$ cat src/rtl/snoop_bus_arbiter.sv
// Round-robin owner of the shared MSI snoop bus: broadcasts one request at a time,
// gathers write-back/invalidate acks from the peer caches, then pulses done to the requester.
module snoop_bus_arbiter #(
  parameter int NCACHE    = 2,
  parameter int ADDRWIDTH = 16,
  parameter int TIMEOUT   = 15,
  parameter int TOWIDTH   = 4
) (
  input  logic                        clk,
  input  logic                        reset,
  input  logic [NCACHE-1:0]           reqValid,
  input  logic [2*NCACHE-1:0]         reqType,
  input  logic [ADDRWIDTH*NCACHE-1:0] reqAddr,
  input  logic [NCACHE-1:0]           ackWb,
  input  logic [NCACHE-1:0]           ackInv,
  output logic [NCACHE-1:0]           grant,
  output logic [NCACHE-1:0]           done,
  output logic                        busErr,
  output logic                        bcastValid,
  output logic [1:0]                  bcastType,
  output logic [ADDRWIDTH-1:0]        bcastAddr,
  output logic [NCACHE-1:0]           bcastSrc,
  output logic                        busy
);

  localparam int PW = (NCACHE > 1) ? $clog2(NCACHE) : 1;

  localparam logic [1:0] IDLE    = 2'd0;
  localparam logic [1:0] BCAST   = 2'd1;
  localparam logic [1:0] COLLECT = 2'd2;
  localparam logic [1:0] DONE    = 2'd3;

  logic [1:0]           state_reg, state_next;
  logic [PW-1:0]        ptr_reg, ptr_next;
  logic [TOWIDTH-1:0]   cnt_reg, cnt_next;
  logic [NCACHE-1:0]    wb_seen_reg, wb_seen_next;
  logic [NCACHE-1:0]    inv_seen_reg, inv_seen_next;
  logic [PW-1:0]        src_idx_reg, src_idx_next;
  logic [NCACHE-1:0]    src_reg, src_next;
  logic [1:0]           type_reg, type_next;
  logic [ADDRWIDTH-1:0] addr_reg, addr_next;
  logic                 err_reg, err_next;

  logic                 pick_found;
  logic [PW-1:0]        pick_idx;
  logic [PW-1:0]        cand_idx;
  logic [1:0]           pick_type;
  logic [ADDRWIDTH-1:0] pick_addr;

  logic [NCACHE-1:0]    wb_now, inv_now, need_ok;
  logic                 met;

  // First requester at or above the pointer, wrapping around.
  always_comb begin
    pick_found = 1'b0;
    pick_idx   = '0;
    cand_idx   = '0;
    for (int k = 0; k < NCACHE; k++) begin
      cand_idx = PW'((int'(ptr_reg) + k) % NCACHE);
      if (!pick_found && reqValid[cand_idx]) begin
        pick_found = 1'b1;
        pick_idx   = cand_idx;
      end
    end
    pick_type = reqType[2*int'(pick_idx) +: 2];
    pick_addr = reqAddr[ADDRWIDTH*int'(pick_idx) +: ADDRWIDTH];
  end

  // The source cache never acks its own message, so its bit counts as satisfied.
  for (genvar gi = 0; gi < NCACHE; gi++) begin : g_ack
    assign wb_now[gi]  = wb_seen_reg[gi] | ackWb[gi];
    assign inv_now[gi] = inv_seen_reg[gi] | ackInv[gi];
    assign need_ok[gi] = src_reg[gi] |
                         ((type_reg == 2'd0) ? wb_now[gi] :
                          (type_reg == 2'd1) ? (wb_now[gi] & inv_now[gi]) :
                                               inv_now[gi]);
  end
  assign met = &need_ok;

  always_comb begin
    state_next    = state_reg;
    ptr_next      = ptr_reg;
    cnt_next      = cnt_reg;
    wb_seen_next  = wb_seen_reg;
    inv_seen_next = inv_seen_reg;
    src_idx_next  = src_idx_reg;
    src_next      = src_reg;
    type_next     = type_reg;
    addr_next     = addr_reg;
    err_next      = err_reg;
    case (state_reg)
      IDLE: begin
        if (pick_found) begin
          src_idx_next = pick_idx;
          src_next     = NCACHE'(1) << pick_idx;
          type_next    = pick_type;
          addr_next    = pick_addr;
          if (pick_type == 2'd3) begin
            err_next   = 1'b1;
            state_next = DONE;
          end else begin
            state_next = BCAST;
          end
        end
      end
      BCAST, COLLECT: begin
        wb_seen_next  = wb_now;
        inv_seen_next = inv_now;
        if (met) begin
          state_next = DONE;
        end else if (state_reg == BCAST) begin
          state_next = COLLECT;
        end else begin
          cnt_next = cnt_reg + 1'b1;
          if (cnt_reg == TOWIDTH'(TIMEOUT - 1)) begin
            err_next   = 1'b1;
            state_next = DONE;
          end
        end
      end
      default: begin
        ptr_next      = (src_idx_reg == PW'(NCACHE - 1)) ? '0 : src_idx_reg + 1'b1;
        cnt_next      = '0;
        wb_seen_next  = '0;
        inv_seen_next = '0;
        err_next      = 1'b0;
        state_next    = IDLE;
      end
    endcase
  end

  // Outputs are registered from the next-state values so they line up with the state.
  always_ff @(posedge clk or posedge reset) begin
    if (reset) begin
      state_reg    <= IDLE;
      ptr_reg      <= '0;
      cnt_reg      <= '0;
      wb_seen_reg  <= '0;
      inv_seen_reg <= '0;
      src_idx_reg  <= '0;
      src_reg      <= '0;
      type_reg     <= '0;
      addr_reg     <= '0;
      err_reg      <= 1'b0;
      grant        <= '0;
      done         <= '0;
      busErr       <= 1'b0;
      bcastValid   <= 1'b0;
      bcastType    <= '0;
      bcastAddr    <= '0;
      bcastSrc     <= '0;
      busy         <= 1'b0;
    end else begin
      state_reg    <= state_next;
      ptr_reg      <= ptr_next;
      cnt_reg      <= cnt_next;
      wb_seen_reg  <= wb_seen_next;
      inv_seen_reg <= inv_seen_next;
      src_idx_reg  <= src_idx_next;
      src_reg      <= src_next;
      type_reg     <= type_next;
      addr_reg     <= addr_next;
      err_reg      <= err_next;
      grant        <= (state_next != IDLE) ? src_next : '0;
      done         <= (state_next == DONE) ? src_next : '0;
      busErr       <= (state_next == DONE) && err_next;
      bcastValid   <= (state_next == BCAST);
      if (state_next == BCAST || state_next == COLLECT) begin
        bcastType <= type_next;
        bcastAddr <= addr_next;
        bcastSrc  <= src_next;
      end else begin
        bcastType <= '0;
        bcastAddr <= '0;
        bcastSrc  <= '0;
      end
      busy <= (state_next != IDLE);
    end
  end

endmodule

$ cat config.mk
export PLATFORM = sky130hd
export DESIGN_NAME = snoop_bus_arbiter
export DESIGN_NICKNAME = d
export VERILOG_FILES = /design/src/rtl/snoop_bus_arbiter.sv
export SDC_FILE = /design/constraint.sdc
export NUM_CORES = 1
export LEC_CHECK = 0
export CAP_MARGIN = 20
export CORE_MARGIN = 2
export CORE_UTILIZATION = 48
export CTS_CLUSTER_DIAMETER = 80
export DETAILED_ROUTE_END_ITERATION = 8
export GPL_TIMING_DRIVEN = 0
export PLACE_DENSITY = 0.78
export SLEW_MARGIN = 40
export SYNTH_ARGS = -nofsm -noshare
export SYNTH_HDL_FRONTEND = slang
export SYNTH_SLANG_ARGS = --single-unit
$ cat constraint.sdc
create_clock -name clk -period 2.8 [get_ports clk]
set_input_delay 0.84 -clock clk [delete_from_list [all_inputs] [get_ports clk]]
set_output_delay 0.84 -clock clk [all_outputs]
set_load 0.02 [all_outputs]
**Yosys cells after proc, flatten, opt, wreduce, memory -nomap -nowiden**

Index checks and enable logic that the tools add are counted.

- Add/sub/neg operators: 3
- Shifts and indexed selects: 3
- Bitwise gates (word level): 9
- Multiply operators: 0
- Muxes and demuxes: 41
- $lt $le $gt $ge: 2
- Reductions and logical operators: 12
- Div/mod/pow operators: 0
- Equality and inequality tests: 10

Operators by type and width:

| operator | number |
|---|---|
| two-way mux 16 bit | 3 |
| indexed part select 32 x 6 -> 16 bit | 1 |
| two-way mux 2 bit | 13 |
| two-way mux 1 bit | 18 |
| case mux 2 bit (2 select lines) | 3 |
| equality test 2 bit, second input constant | 4 |
| two-way mux 4 bit | 2 |
| case mux 4 bit (2 select lines) | 1 |
| equality test 2 x 1 -> 1 bit, second input constant | 3 |
| OR 1 bit | 6 |
| adder 4 x 1 -> 4 bit, second input constant | 1 |
| equality test 4 bit, second input constant | 1 |
| zero test 2 bit | 2 |
| < comparator 1 x 2 -> 1 bit, second input constant | 2 |
| inequality test 2 bit, second input constant | 2 |
| AND reduction 2 bit | 2 |
| indexed part select 4 x 3 -> 2 bit | 1 |
| AND reduction 3 bit | 1 |
| OR reduction 3 bit | 1 |
| adder 1 bit, second input constant | 2 |
| bitwise AND 1 bit | 2 |
| logical AND 1 bit | 2 |
| case mux 1 bit (2 select lines) | 1 |
| nonzero test 2 bit | 1 |
| 5 further kinds | 5 |

- Memory bits (writable): 0
- Bits in latches: 0
- Logic and storage cells: 98
- Register bits after elaboration: 60
- Memory bits (read-only): 0
- Memories kept: 0
- Output and inout port bits: 27

**Logic depth before layout (Yosys ltp)**

Gate-level depths: netlist of run 1.

- Word-level depth: 14
- Gate-level depth with buffers: 9

**Worst setup path after synthesis of run 1**

OpenSTA, ideal clock, no wires.

- Kind: input to register
- Start point: in ackWb[0]
- End point: reg bcastSrc[1]
- Arrival time: 2.209 ns
- Setup slack: 0.459 ns
- Data required time: 2.668 ns
- Cell stages on the path: 9
- Setup time: 0.132 ns
- Cells stage by stage: nor3_1 > o21bai_1 > and2_1 > buf_6 > o21ai_0 > a21o_1 > ha_1 > clkbuf_1 > nor2b_1

- Word-level cells in the longest chain between the ends: 11
- Elaborated cells between the ends (all ways): 12
- Those cells by class: 2 x eq/ne; 5 x mux; 3 x bitwise; 2 x reduce/logical

RTL lines:

| item | line | text |
|---|---|---|
| from (decl) | 14 | `input logic [NCACHE-1:0] ackWb,` |
| OR 1 bit (*) | 71 | `assign wb_now[gi] = wb_seen_reg[gi] \| ackWb[gi];` |
| bitwise AND 1 bit | 75 | `(type_reg == 2'd1) ? (wb_now[gi] & inv_now[gi]) :` |
| two-way mux 1 bit | 75 |  |
| two-way mux 1 bit (*) | 74 | `((type_reg == 2'd0) ? wb_now[gi] :` |
| OR 1 bit (*) | 73 | `assign need_ok[gi] = src_reg[gi] \|` |
| AND reduction 2 bit (*) | 78 | `assign met = &need_ok;` |
| two-way mux 2 bit (*) | 109 | `if (met) begin` |
| case mux 2 bit (2 select lines) (*) | 91 | `case (state_reg)` |
| equality test 2 x 1 -> 1 bit / equality test 2 bit (equally long branches) | 168 | `if (state_next == BCAST \|\| state_next == COLLECT) begin` |
| logical OR 1 bit (*) | 168 |  |
| two-way mux 2 bit (*) | 168 |  |
| to (signal assigned) | 171 | `bcastSrc <= src_next;` |
| to (decl) | 22 | `output logic [NCACHE-1:0] bcastSrc,` |

Mark *: on every way between the ends. The rest lies on a longest branch, timed or not.
A chain may end at the register's enable or synchronous reset.

**Worst setup path after layout of run 1**

- Start point: in ackWb[1]
- End point: reg bcastSrc[1]

The elaborated chain is that of the path after synthesis.

==> out/results.tsv, run 1 <==
stage	metric	value	unit
outcome	outcome	completed	
sta	worstMarginPinSlew	0.460	ns
power_and_ir_drop	power_frac_seq	34.6	%
sta	fmax	0.388	GHz
global_route	grt_max_degree	46	
setup_path	worstPathCellList	clkdlybuf4s50_1 > nor3_1 > o21bai_1 > and2_1 > buf_6 > o21ai_1 > a21o_1 > ha_1 > clkbuf_2 > nor2b_1	
detailed_routing	drc	0	
power_and_ir_drop	clkPwrFrac	16.6	%
setup_path	cp_max_fo	10	
global_route	grt_overflow	0	
setup_path	crit_path_end	bcastSrc[1]$_DFF_PP0_	
synthesis	syn_area_per_cell	11.1	µm²
sta	fin_crit	2.58	ns
global_route	grt_pass1_wl	9000	µm
detailed_routing	via_per_inst	4.91	
synthesis	ys_ff_latch	60	
clocking	worstSkewPairLatency	0.34	ns
power_and_ir_drop	p_sw	1.58	mW
final_layout	area_growth	37.9	%
synthesis	syn_inst	233	
placement	io_buffers	69	
final_layout	design_area	0.00357	mm²
detailed_routing	dr_wl_met2	2630	µm
setup_path	worstSetupPathType	in2reg	
synthesis	synth_flop_cell	dfrtp_1	
sta	maxSlewViolCount	0	
detailed_routing	drt_iter0_drc	128	
detailed_routing	drt-total-wl	5350	µm
floorplan	die_w	77.5	µm
power_and_ir_drop	comb_power_share	48.8	%
floorplan	core_area	0.00517	mm²
synthesis	synth_fp_nets	286	
synthesis	synth_top_area_share	57.9	%
final_layout	layout-drive-gt1-share	8.81	%
placement	dp_cells	373	
placement	hpwl	3880	µm
final_layout	fin_nets	367	
sta	rsz0062_at_grt	false	
sta	relSlewSlack	69.3	%
floorplan	pin_count	71	
detailed_routing	detail_route.wl_per_cell	13.8	µm
global_route	grt_use_total	19.6	%
synthesis	ys_warn_count	0	
synthesis	yosys-top-cells-area	dfrtp_1, mux2i_1, and2_1, ha_1, o21ai_0	
power_and_ir_drop	p_int	2.50	mW
setup_path	r2r-end	bcastSrc[1]$_DFF_PP0_	
global_route	antenna_found_initial	0	
setup_path	critPathLaunchType	primary input	
clocking	cts-hold-fix-buffers	0	
setup_path	startpoint	ackWb[1]	
final_layout	num_antenna_cells	0	
floorplan	rows	26	
clocking	clk_path_buf_depth	2	
final_layout	final_core_util	69.1	%
power_and_ir_drop	leakage	1.68	nW
setup_path	cp.depth	10	
sta	finalWorstSetupSlack	0.224	ns
placement	gp_congestion	0.811	
global_route	grt_pass1_vias	1976	
final_layout	stdcell_count	388	
detailed_routing	top_layer_used	met4	
detailed_routing	vias	1907	
sta	period_share	92.0	%
detailed_routing	ant_nets	0	
sta	fin_setup_tns	0	ns
sta	whs	0.445	ns
clocking	clock_sinks	60	
placement	place_ws	-0.539	ns
synthesis	synthTopCellsByCount	dfrtp_1, and2_1, nand2_1	
clocking	numCtsBuffers	9	
detailed_routing	wl_met1	2290	µm
power_and_ir_drop	p_total	4.08	mW
power_and_ir_drop	swShare	38.8	%
synthesis	synthArstFlopShare	100	%
clocking	cts_tree	done	
sta	fin_skew	0.00600	ns
clocking	cts.clk_slew.worst_paths	0.06	ns
setup_path	cp-end-kind	flip-flop	
final_layout	fillers	411	
floorplan	die_area	0.00600	mm²
power_and_ir_drop	p_per_area	1140	mW/mm²
setup_path	critical-path-top-delay-family	buffers and inverters	
setup_path	crit_path_max_incr_delay	0.48	ns
setup_path	crit_required	3.01	ns
synthesis	syn_area	0.00259	mm²
synthesis	synth_largest_area_cell	dfrtp_1	
clocking	cts_root_buf	clkbuf_8	
setup_path	worstPathBufferInverterCount	3	
setup_path	reg2reg_from	state_reg[0]$_DFF_PP0_	
setup_path	worstPathArrival	2.78	ns
floorplan	die_y	77.5	µm
setup_path	reg2reg_depth	7	
flow_run	max-cap-violations	0	
power_and_ir_drop	max-vdd-ir-drop	599	µV
synthesis	ys_seq_area_share	57.9	%
synthesis	synth_cell_type_count	36	
clocking	htree_levels	3	
floorplan	initial_core_util	50.1	%
detailed_routing	first_pass_iters	4	
sta	setup_viol	0	
sta	finalHoldViolations	0	
synthesis	synth_edf_count	0	
setup_path	reg2reg_slack	0.67	ns
setup_path	critPathSlowestCell	clkdlybuf4s50_1	
hold_path	worst_hold_path_type	reg2reg	
detailed_routing	wl_met3	398	µm
placement	dpl-instance-area	0.00339	mm²
synthesis	yosysMostFrequentCell	dfrtp_1	
==> power groups by stage <==
stage	registers [mW]	clock network [mW]	logic, mW
2_1_floorplan	1.55	0	1.15
3_3_place_gp	1.41	0	1.93
3_5_place_dp	1.43	0	1.98
4_1_cts	1.41	0.693	2.01
5_1_grt	1.45	0.730	2.24
6_report	1.41	0.679	1.99
==> worst register-to-register path: cells and delay by family (launching register included) <==
family | cells | cell delay (ns)
adder cells (fa/ha/maj) | 2 | 0.70
flip-flops | 1 | 0.46
buffers and inverters | 3 | 0.42
AO/OA/AOI/OAI | 1 | 0.26
AND/OR/NAND/NOR | 1 | 0.17
==> repair_timing <==
item	CTS	global route
buffers inserted	0	0
resized for setup	4	2
hold endpoints to repair	0	0
cloned	0	0
endpoints found under the setup margin	20	20
==> layout make-up <==
cell class,instances,area (µm²),share of cell area (%)
Buffer,11,66.3,1.86
Clock buffer,13,159,4.45
Clock inverter,2,10.0,0.280
Inverter,11,43.8,1.23
Multi-Input combinational cell,151,993,27.8
Sequential cell,60,1500,42.0
Tap cell,70,87.6,2.45
Timing Repair Buffer,70,713,20.0
==> metal layers <==
layer	up-vias	global-route usage [%]
met2	59	32.3
met4	0	6.07
li1	948	-
met5	-	0
met1	895	22.8
met3	5	9.19
==> layout by cell type, fill, tap and decap left out, types with 2 or more instances in the layout <==
cell type | Yosys | layout
nor2b_1 | 3 | 3
mux2i_1 | 19 | 19
o21ai_0 | 20 | 19
clkbuf_1 | 3 | 3
ha_1 | 9 | 9
nand2b_1 | 4 | 3
and2_1 | 25 | 25
clkbuf_2 | 0 | 2
clkinv_2 | 0 | 2
a21oi_1 | 7 | 7
inv_1 | 11 | 10
clkbuf_8 | 0 | 11
dfrtp_1 | 60 | 60
o22ai_1 | 2 | 2
o21ai_1 | 4 | 5
buf_6 | 2 | 2
nor2_1 | 8 | 8
buf_2 | 6 | 6
nand2_1 | 22 | 22
clkdlybuf4s50_1 | 0 | 68
nand3_1 | 3 | 3
o211ai_1 | 2 | 2
o31a_1 | 2 | 2
nor3_1 | 5 | 5
==> worst min-delay path by stage <==
stage | endpoint | startpoint | cells after the start | slack (ns)
after floorplan | ptr_reg$_DFFE_PP0N_ | src_idx_reg$_DFFE_PP0P_ | 1 | 0.43
after global placement | ptr_reg$_DFFE_PP0N_ | src_idx_reg$_DFFE_PP0P_ | 1 | 0.44
after detailed placement | ptr_reg$_DFFE_PP0N_ | src_idx_reg$_DFFE_PP0P_ | 1 | 0.45
after CTS | ptr_reg$_DFFE_PP0N_ | src_idx_reg$_DFFE_PP0P_ | 1 | 0.46
after global routing | ptr_reg$_DFFE_PP0N_ | src_idx_reg$_DFFE_PP0P_ | 1 | 0.48
final | ptr_reg$_DFFE_PP0N_ | src_idx_reg$_DFFE_PP0P_ | 1 | 0.45
==> cell families after synthesis <==
family          Yosys count  synth area share [%]
simple gates             75                  15.1
flops                    60                  57.9
compound gates           48                  11.3
buf+inv                  22                  4.05
mux                      19                  7.34
fa+ha+maj                 9                  4.34
Power figures use the tool's default switching activity.
==> inputs of run 2 (changes only) <==
--- a/config.mk
+++ b/config.mk
@@ -9,6 +9,7 @@
 export CORE_MARGIN = 2
 export CORE_UTILIZATION = 48
 export CTS_CLUSTER_DIAMETER = 80
+export CTS_CLUSTER_SIZE = 12
 export DETAILED_ROUTE_END_ITERATION = 8
 export GPL_TIMING_DRIVEN = 0
 export PLACE_DENSITY = 0.78
==> results of run 2 <==
The final DEF is identical to that of run 1; final timing and power are the same.
